==> src/rtl/stepper_pkg.sv <==
// Shared types and sizing helpers for the stepper pulse generator.
// Imported by the axis slice and the top-level sequencer.
package stepper_pkg;

  localparam int POS_W = 32;

  typedef enum logic [2:0] {
    IDLE,
    SETUP,
    PULSE_HI,
    PULSE_LO,
    DONE
  } state_t;

  function automatic int timerWidth(input int div);
    return $clog2(div) + 1;
  endfunction

endpackage

==> src/rtl/stepper_pulse_gen_if.sv <==
// Aim-pose handshake between the planner and the pulse generator.
// The planner drives the master side, the generator the slave side.
interface stepper_pulse_gen_if #(
  parameter int N = 6
);

  logic [32*N-1:0] aimPosition;
  logic            aimValid;
  logic            aimReady;

  modport master (
    output aimPosition,
    output aimValid,
    input  aimReady
  );

  modport slave (
    input  aimPosition,
    input  aimValid,
    output aimReady
  );

endinterface

==> src/rtl/stepper_axis.sv <==
// One stepper axis: position counter, latched target, direction and
// step pulse register, driven by strobes from the sequencer.
module stepper_axis
  import stepper_pkg::*;
(
  input  logic             CLK,
  input  logic             RST_n,
  input  logic             load,
  input  logic             preset,
  input  logic             step,
  input  logic             clear,
  input  logic [POS_W-1:0] aim,
  input  logic [POS_W-1:0] presetValue,
  output logic [POS_W-1:0] pos,
  output logic             dir,
  output logic             stepPulse,
  output logic             atTarget
);

  logic [POS_W-1:0] target;

  assign atTarget = (pos == target);

  always_ff @(posedge CLK) begin
    if (!RST_n) begin
      pos       <= '0;
      target    <= '0;
      dir       <= 1'b0;
      stepPulse <= 1'b0;
    end else begin
      if (load) begin
        target <= aim;
        dir    <= $signed(aim) > $signed(pos);
      end else if (preset) begin
        pos <= presetValue;
      end
      // Position moves on the same edge the pulse rises.
      if (step) begin
        stepPulse <= !atTarget;
        if (!atTarget)
          pos <= dir ? pos + 1'b1 : pos - 1'b1;
      end else if (clear) begin
        stepPulse <= 1'b0;
      end
    end
  end

endmodule

==> src/rtl/stepper_pulse_gen.sv <==
// Step/dir pulse sequencer: accepts one aim pose at a time and steps
// all axes concurrently until each reaches its target or abort.
module stepper_pulse_gen
  import stepper_pkg::*;
#(
  parameter int STEPPERS_NUM = 6,
  parameter int PULSE_DIV    = 16,
  parameter int PULSE_HIGH   = 4
) (
  input  logic                            CLK,
  input  logic                            RST_n,
  stepper_pulse_gen_if.slave              aimIf,
  input  logic                            abort,
  input  logic                            posLoad,
  input  logic [POS_W*STEPPERS_NUM-1:0]   posLoadValue,
  output logic [POS_W*STEPPERS_NUM-1:0]   stepperPosition,
  output logic [STEPPERS_NUM-1:0]         stepOut,
  output logic [STEPPERS_NUM-1:0]         dirOut,
  output logic                            moveBusy,
  output logic                            moveDone
);

  localparam int TW = timerWidth(PULSE_DIV);
  localparam logic [TW-1:0] HI_LEN = TW'(PULSE_HIGH - 1);
  localparam logic [TW-1:0] LO_LEN = TW'(PULSE_DIV - PULSE_HIGH - 1);

  state_t                  state;
  logic [TW-1:0]           timer;
  logic                    abortFlag;
  logic [STEPPERS_NUM-1:0] atTarget;
  logic                    isIdle;
  logic                    xfer;
  logic                    phaseEnd;
  logic                    abortNow;
  logic                    finish;
  logic                    stepStb;
  logic                    clearStb;
  logic                    presetStb;

  assign isIdle         = (state == IDLE);
  assign aimIf.aimReady = isIdle;
  assign xfer           = aimIf.aimValid && isIdle;
  assign phaseEnd       = (timer == '0);
  assign abortNow       = abortFlag || abort;
  assign finish         = (&atTarget) || abortNow;
  assign stepStb        = phaseEnd && !finish &&
                          (state == SETUP || state == PULSE_LO);
  assign clearStb       = phaseEnd && (state == PULSE_HI);
  assign presetStb      = posLoad && isIdle && !aimIf.aimValid;

  for (genvar i = 0; i < STEPPERS_NUM; i++) begin : g_axis
    stepper_axis u_axis (
      .CLK         (CLK),
      .RST_n       (RST_n),
      .load        (xfer),
      .preset      (presetStb),
      .step        (stepStb),
      .clear       (clearStb),
      .aim         (aimIf.aimPosition[POS_W*i +: POS_W]),
      .presetValue (posLoadValue[POS_W*i +: POS_W]),
      .pos         (stepperPosition[POS_W*i +: POS_W]),
      .dir         (dirOut[i]),
      .stepPulse   (stepOut[i]),
      .atTarget    (atTarget[i])
    );
  end

  always_ff @(posedge CLK) begin
    if (!RST_n) begin
      state     <= IDLE;
      timer     <= '0;
      abortFlag <= 1'b0;
      moveBusy  <= 1'b0;
      moveDone  <= 1'b0;
    end else begin
      moveDone <= 1'b0;
      unique case (state)
        IDLE: begin
          abortFlag <= 1'b0;
          if (xfer) begin
            state    <= SETUP;
            timer    <= HI_LEN;
            moveBusy <= 1'b1;
          end
        end
        SETUP, PULSE_LO: begin
          abortFlag <= abortNow;
          if (!phaseEnd) begin
            timer <= timer - 1'b1;
          end else if (finish) begin
            state    <= DONE;
            moveBusy <= 1'b0;
            moveDone <= 1'b1;
          end else begin
            state <= PULSE_HI;
            timer <= HI_LEN;
          end
        end
        PULSE_HI: begin
          abortFlag <= abortNow;
          if (!phaseEnd) begin
            timer <= timer - 1'b1;
          end else begin
            state <= PULSE_LO;
            timer <= LO_LEN;
          end
        end
        DONE: begin
          abortFlag <= 1'b0;
          state     <= IDLE;
        end
        default: state <= IDLE;
      endcase
    end
  end

endmodule
==> src/flat_wrapper.sv <==
// flat-port wrapper written by rule: the top's interface ports become plain ports
module stepper_pulse_gen_flat import stepper_pkg::*;
#(
  parameter int STEPPERS_NUM = 6,
  parameter int PULSE_DIV    = 16,
  parameter int PULSE_HIGH   = 4
)
  (CLK, RST_n, abort, posLoad, posLoadValue, stepperPosition, stepOut, dirOut, moveBusy, moveDone, aimIf_aimPosition, aimIf_aimValid, aimIf_aimReady);
  stepper_pulse_gen_if aimIf_i ();
  input  logic CLK;
  input  logic RST_n;
  input  logic abort;
  input  logic posLoad;
  input  logic [POS_W*STEPPERS_NUM-1:0] posLoadValue;
  output logic [POS_W*STEPPERS_NUM-1:0] stepperPosition;
  output logic [STEPPERS_NUM-1:0] stepOut;
  output logic [STEPPERS_NUM-1:0] dirOut;
  output logic moveBusy;
  output logic moveDone;
  input wire logic [$bits(aimIf_i.aimPosition)-1:0] aimIf_aimPosition;
  input wire logic [$bits(aimIf_i.aimValid)-1:0] aimIf_aimValid;
  output wire logic [$bits(aimIf_i.aimReady)-1:0] aimIf_aimReady;
  assign aimIf_i.aimPosition = aimIf_aimPosition;
  assign aimIf_i.aimValid = aimIf_aimValid;
  assign aimIf_aimReady = aimIf_i.aimReady;
  stepper_pulse_gen #(.STEPPERS_NUM(STEPPERS_NUM), .PULSE_DIV(PULSE_DIV), .PULSE_HIGH(PULSE_HIGH)) u_core (.CLK(CLK), .RST_n(RST_n), .aimIf(aimIf_i), .abort(abort), .posLoad(posLoad), .posLoadValue(posLoadValue), .stepperPosition(stepperPosition), .stepOut(stepOut), .dirOut(dirOut), .moveBusy(moveBusy), .moveDone(moveDone));
endmodule
==> config.mk <==
export PLATFORM = sky130hd
export DESIGN_NAME = stepper_pulse_gen_flat
export DESIGN_NICKNAME = d
export VERILOG_FILES = /design/src/rtl/stepper_pkg.sv /design/src/rtl/stepper_pulse_gen_if.sv /design/src/rtl/stepper_axis.sv /design/src/rtl/stepper_pulse_gen.sv /design/src/flat_wrapper.sv
export SDC_FILE = /design/constraint.sdc
export NUM_CORES = 2
export LEC_CHECK = 0
export BUFFER_PORTS_ARGS = -buffer_cell sky130_fd_sc_hd__buf_2
export CORE_MARGIN = 2
export CORE_UTILIZATION = 50
export DETAILED_ROUTE_END_ITERATION = 12
export GPL_ROUTABILITY_DRIVEN = 0
export PLACE_DENSITY_LB_ADDON = 0.12
export SYNTH_ARGS = -nofsm -noshare
export SYNTH_HDL_FRONTEND = slang
export SYNTH_SLANG_ARGS = --single-unit
==> constraint.sdc <==
create_clock -name CLK -period 6.3 [get_ports CLK]
set_input_delay 1.575 -clock CLK [delete_from_list [all_inputs] [get_ports CLK]]
set_output_delay 1.575 -clock CLK [all_outputs]
set_load 0.02 [all_outputs]
[Word level (Yosys, flattened, before mapping)]
Index checks and enable logic that the tools add are counted.
Word-level totals
  register bits: 407
  bits of input ports: 389
  output and inout bits: 207
  logic and storage cells: 147
Operators by class
  add/sub/neg operators: 13
  equal/unequal tests: 15
  order comparisons: 6
  reduce and logical (&&, ||, !) cells: 31
  multiplexer cells: 53
Operators with widths (number)
  32-bit two-way mux: 30
  32-bit by 1-bit adder with 32-bit output (second input constant): 6
  32-bit == test: 6
  32-bit > comparator: 6
  32-bit by 1-bit subtractor with 32-bit output (second input constant): 6
  5-bit two-way mux: 4
  5-bit case mux with 3 select lines: 1
  3-bit two-way mux: 4
  1-bit two-way mux: 11
  3-bit case mux with 3 select lines: 1
  3-bit AND reduction: 3
  1-bit logical NOT: 8
  3-bit by 2-bit == test with 1-bit output (second input constant): 2
  1-bit logical AND: 6
  2-bit by 1-bit inequality test with 1-bit output (second input constant): 3
  6-bit AND reduction: 1
  2-bit nonzero test: 3
  5-bit logical NOT: 1
  5-bit by 1-bit subtractor with 5-bit output (second input constant): 1
  1-bit case mux with 2 select lines: 2
  4-bit AND reduction: 1
  2-bit OR reduction: 2
  3-bit by 1-bit == test with 1-bit output (second input constant): 1
  3-bit == test (second input constant): 1
  other kinds (6): 8

[Depth between registers and ports, before layout]
  word-level depth: 7
  gate-level depth with buffers: 14

[By module]
Synthesis repeated with hierarchy kept, for this count alone.
Unflattened totals
  cell total of the unflattened synthesis: 4121
  area total of the unflattened synthesis: 33374.5 um2
Modules (own cells, without submodules)
  stepper_axis (u_core.g_axis[1].u_axis ...): sequential area each 1321.3 um2, area each 5502.8 um2, cells each 703, instances 2
  stepper_axis (u_core.g_axis[4].u_axis ...): sequential area each 1321.3 um2, area each 5429.0 um2, cells each 657, instances 2
  stepper_axis (u_core.g_axis[0].u_axis): sequential area each 1321.3 um2, area each 5492.8 um2, cells each 676, instances 1
  stepper_axis (u_core.g_axis[3].u_axis): sequential area each 1321.3 um2, area each 5426.5 um2, cells each 656, instances 1
  stepper_pulse_gen: sequential area each 220.2 um2, area each 591.8 um2, cells each 69, instances 1

[Worst setup path before layout]
Ideal clock, no wire load.
  kind: input to register
  from: in aimIf_aimPosition[81]
  to: reg u_core.g_axis[2].u_axis.dir
  arrival time: 3566 ps
  setup slack: 2611 ps
  required time: 6177 ps
  path buffers: 0
  setup time: 123 ps
  stages on the path: 11
  cells stage by stage: ha_1 -> a21o_1 -> a21o_1 -> a21o_1 -> a21o_1 -> a21o_1 -> a21o_1 -> a221o_1 -> a21oi_1 -> mux2i_1 -> o31ai_1
Between the ends
  cells in the longest elaborated chain, start to end: 1
Ends and longest elaborated chain
  from (decl): line flat_wrapper.sv:20  | input wire logic [$bits(aimIf_i.aimPosition)-1:0] aimIf_aimPosition;
  32-bit > comparator: line stepper_axis.sv:33  | dir <= $signed(aim) > $signed(pos);
  to (signal assigned): line stepper_axis.sv:33
  to (decl): line stepper_axis.sv:15  | output logic dir,
No other way between the ends.
A chain may end at the register's enable or synchronous reset.

[Final worst setup path]
  from: reg u_core.g_axis[4].u_axis.dir
  to: reg u_core.g_axis[4].u_axis.pos[30]
Between the ends
  cells in the longest elaborated chain, start to end: 3
Ends and longest elaborated chain
  from (decl): line stepper_axis.sv:15
  from (signal assigned): line stepper_axis.sv:33
  32-bit two-way mux: line stepper_axis.sv:41  | pos <= dir ? pos + 1'b1 : pos - 1'b1;
  32-bit two-way mux: line stepper_axis.sv:40  | if (!atTarget)
  32-bit two-way mux: line stepper_axis.sv:38  | if (step) begin
  to (signal assigned): line stepper_axis.sv:35  | pos <= presetValue;
  to (signal assigned): line stepper_axis.sv:41
  to (decl): line stepper_axis.sv:14  | output logic [POS_W-1:0] pos,
No other way between the ends.

==> Flow_metrics.wiki <==
{| class="wikitable"
! Metric !! Value
|-
| Run status || finished, final reports clean
|-
| Worst max-slew margin expressed relative to the limit || 25.1%
|-
| Power per unit of standard cell area || 443 nW/um^2
|-
| Total congestion overflow || 0
|-
| DRC violation count after routing || 0
|-
| Ratio of final minimum period to clock period || 64.6%
|-
| Placeable core region || 63000 um^2
|-
| Crit path arrival time || 4560 ps
|-
| Highest-delay cell along the critical path || sky130_fd_sc_hd__inv_1
|-
| Hold Violations, Final || 0
|-
| Port Buffers || 595
|-
| Area of the multi-input gates || 21900 um^2
|-
| TritonCTS clock tree || built
|-
| Hold WC Path Type || register to register
|-
| Post-synthesis to final-layout area growth || 16.9%
|-
| Main synth FF type || sky130_fd_sc_hd__dfxtp_1
|-
| Clock transition at the registers of the reported paths || 60 ps
|-
| Global-route wire length before repair || 165000 um
|-
| Overall global routing resource usage || 31.4%
|-
| Dominant cells by area after synthesis || sky130_fd_sc_hd__dfxtp_1, sky130_fd_sc_hd__ha_1, sky130_fd_sc_hd__nand2_1
|-
| Maximum number of pins on one net before global-route repair || 161
|-
| Highest clock frequency the design can meet || 246 MHz
|-
| Leakage || 17.5 nW
|-
| Floorplan row count || 92
|-
| Number of violations reported at the end of detailed-routing iteration 0 || 2614
|-
| Average cell area after synthesis || 7.53 um^2
|-
| RSZ-0062 raised after global routing || no
|-
| Fraction of post-synthesis cell area in the top cell type by area || 25.6%
|-
| Number of global-route vias before repair || 29500
|-
| DP HPWL || 81400 um
|-
| Initial standard-cell utilization of the core || 50.5%
|-
| Worst Setup Start Kind || register
|-
| Most frequent cells in the layout || sky130_fd_sc_hd__nand2_1, sky130_fd_sc_hd__buf_2, sky130_fd_sc_hd__a21oi_1, sky130_fd_sc_hd__dfxtp_1, sky130_fd_sc_hd__ha_1
|-
| Summed negative setup slack over all endpoints || 0 ps
|-
| Internal || 8.87 mW
|-
| Yosys warning count || 0
|-
| Peak supply drop || 0.299 mV
|-
| Post-DRT Antenna Nets || 0
|-
| Count of TritonRoute iterations in the first routing pass || 6
|-
| PostCTS Resize Cnt || 0
|-
| Critical Path Most Common Cell || sky130_fd_sc_hd__o31a_1
|-
| WHS || 454 ps
|-
| Reported net switching power || 7.61 mW
|-
| Deepest clock path buffer count || 3
|-
| Sequential group share of total power || 22.5%
|-
| Routed length per placed instance || 19.4 um
|-
| Minimum clock period after layout || 4070 ps
|-
| Crit Path Class || register to register
|-
| Worst path buffer plus inverter count || 1
|-
| Die X-Extent || 256 um
|-
| Share of synthesized flip-flops with an asynchronous set or reset || 0%
|-
| Crit path largest cell delay || 800 ps
|-
| Distinct cells, synth || 88
|-
| Post-Syn Nets || 4989
|-
| Wirelength, routed || 109000 um
|-
| Endpoint kind of the worst setup timing path || register
|-
| Cells traversed along the worst timing path || inv_1 > ha_1 > nor2b_4 > o31a_1 > o31a_1 > o21ai_1 > a32oi_2 > a2111oi_4 > o31ai_2 > a2111oi_2 > a31oi_1 > and4_1
|-
| Slew at the pin closest to its max-slew limit || 1120 ps
|-
| Data required time of the critical path || 6800 ps
|-
| Clock tree sinks || 407
|-
| Yosys reg bits || 407
|-
| Die area || 65600 um^2
|-
| Setup clock skew after layout || 20.4 ps
|-
| Level count of the clock H-tree || 2
|-
| Top-level port count || 596
|-
| Number of inserted filler cells in the final layout || 5999
|-
| Number of buffers added for setup after CTS || 0
|-
| Post-synthesis cell type with the largest combined area || sky130_fd_sc_hd__dfxtp_1
|-
| Cts hold-fix bufs || 0
|-
| Fin worst setup slack || 2230 ps
|-
| Total clock buffers created by CTS || 50
|-
| Seq/Total Area, Yosys || 25.6%
|-
| Most common cell after layout, fill and taps aside || sky130_fd_sc_hd__nand2_1
|-
| Max_cap viols || 0
|-
| Pins over their slew limit || 0
|-
| Average via count per standard cell || 5.76
|-
| Fraction of final layout cells with drive strength greater than 1 || 16.0%
|-
| Clock root buffer master || sky130_fd_sc_hd__clkbuf_16
|-
| Height of the die || 256 um
|-
| Area of all sequential standard cells || 8150 um^2
|-
| Number of vias after detailed routing || 32100
|-
| Cell class contributing the biggest share of worst-path delay || compound AO/OA/AOI/OAI gates
|-
| Number of nets in the layout || 5457
|-
| Source-to-sink clock delay at the later pin of the worst-skew pair || 610 ps
|-
| Initial antenna violation count || 16
|-
| Synthesized instance count || 4221
|-
| Combinational Power Share || 58.4%
|-
| Number of enable flip-flop cells after synthesis || 0
|-
| Placement-stage worst setup slack || 2110 ps
|-
| Critical-path maximum fanout || 30
|-
| Part of the power in the clock network || 19.0%
|-
| Switching share of power || 46.2%
|-
| Final number of setup-violating endpoints || 0
|-
| Cell area after synthesis || 31800 um^2
|}
==> sequential cells by signal, indices dropped and copies added, names as in the netlist <==
name / cells
u_core.moveBusy: 1
u_core.state: 3
u_core.timer: 5
u_core.moveDone: 1
u_core.abortFlag: 1
u_core.g_axis.u_axis.pos: 192
u_core.g_axis.u_axis.stepPulse: 6
u_core.g_axis.u_axis.target: 192
u_core.g_axis.u_axis.dir: 6
==> worst paths after layout <==
check                                          endpoint                                     start  cells past startpoint  slack [ps]
max          u_core.g_axis[4].u_axis.pos[30]$_SDFF_PN0_  u_core.g_axis[4].u_axis.dir$_SDFFE_PN0P_                     12        2230
min                        u_core.timer[4]$_SDFFE_PN0P_              u_core.timer[4]$_SDFFE_PN0P_                      2         450
max reg2reg  u_core.g_axis[4].u_axis.pos[30]$_SDFF_PN0_  u_core.g_axis[4].u_axis.dir$_SDFFE_PN0P_                     12        2230
min reg2reg                u_core.timer[4]$_SDFFE_PN0P_              u_core.timer[4]$_SDFFE_PN0P_                      2         450
==> cell families after synthesis <==
family                     after synthesis  share of synthesized area, %
buffers and inverters                  468                          5.70
adders and majority gates              379                          15.1
AOI/OAI and AO/OA                     1209                          24.3
and+or+nand+nor                       1398                          19.3
DFF                                    407                          25.6
xor gates and xnor gates               336                          9.25
muxes                                   24                         0.775
==> worst min-delay path: stages, from the launching register on <==
cell	delay, ps
sky130_fd_sc_hd__dfxtp_1	320
sky130_fd_sc_hd__nand2_1	50
sky130_fd_sc_hd__a21oi_1	40
==> synthesized netlist by cell type (12+ instances only) <==
| master | count |
|---|---|
| sky130_fd_sc_hd__nand2_1 | 768 |
| sky130_fd_sc_hd__a21oi_1 | 457 |
| sky130_fd_sc_hd__dfxtp_1 | 407 |
| sky130_fd_sc_hd__ha_1 | 373 |
| sky130_fd_sc_hd__inv_1 | 263 |
| sky130_fd_sc_hd__nor2_1 | 250 |
| sky130_fd_sc_hd__xor2_1 | 241 |
| sky130_fd_sc_hd__o21ai_0 | 195 |
| sky130_fd_sc_hd__clkbuf_1 | 171 |
| sky130_fd_sc_hd__a21o_1 | 140 |
| sky130_fd_sc_hd__o211ai_1 | 109 |
| sky130_fd_sc_hd__xnor2_1 | 95 |
| sky130_fd_sc_hd__nand4_1 | 66 |
| sky130_fd_sc_hd__nor4_1 | 62 |
| sky130_fd_sc_hd__nand3_1 | 50 |
| sky130_fd_sc_hd__nor3_1 | 49 |
| sky130_fd_sc_hd__a311oi_1 | 43 |
| sky130_fd_sc_hd__nand2b_1 | 37 |
| sky130_fd_sc_hd__nor2b_1 | 37 |
| sky130_fd_sc_hd__o21a_1 | 37 |
| sky130_fd_sc_hd__a211oi_1 | 35 |
| sky130_fd_sc_hd__and3_1 | 30 |
| sky130_fd_sc_hd__a31oi_1 | 22 |
| sky130_fd_sc_hd__mux2i_1 | 19 |
| sky130_fd_sc_hd__o21bai_1 | 17 |
| sky130_fd_sc_hd__o21ai_1 | 14 |
| sky130_fd_sc_hd__o31ai_1 | 14 |
| sky130_fd_sc_hd__buf_4 | 12 |
==> stage by stage <==
| step | cell area [um^2] | total power [mW] | util [%] | instances |
|---|---|---|---|---|
| 5_1_grt | 37100 | 17.7 | 59.0 | 5577 |
| 2_1_floorplan | 31800 | 10.8 | - | 4221 |
| 3_5_place_dp | 35400 | 13.2 | 56.2 | 5483 |
| 3_3_place_gp | 35400 | 13.2 | 56.2 | 5483 |
| 4_1_cts | 37100 | 16.4 | 59.0 | 5576 |
| 6_report | 37200 | 16.5 | 59.0 | 5585 |
==> layer usage <==
metal  GRT usage, %  vias up  wire length (um)
li1               -    15900                 -
met4           12.5       16              4260
met5              0        -               115
met2           49.3     1063             47900
met3           5.57      231              8090
met1           42.6    15000             48100
==> area by class of cell <==
cell class	instances	area share (%)
clock buffer	70	4.01
multi-input combinational	3346	59.0
timing repair buffer	618	8.68
tap	846	2.85
inverter	266	2.71
sequential	407	21.9
clock inverter	23	0.778
antenna	9	0.0606
==> power groups by stage <==
stage / clock network [mW] / logic (mW) / registers [mW]
5_1_grt: 3.28 / 10.7 / 3.77
6_report: 3.13 / 9.63 / 3.72
4_1_cts: 3.18 / 9.54 / 3.70
2_1_floorplan: 0 / 6.92 / 3.85
3_5_place_dp: 0 / 9.46 / 3.76
3_3_place_gp: 0 / 9.43 / 3.75
Note: power is estimated with default switching activity, not from simulation.
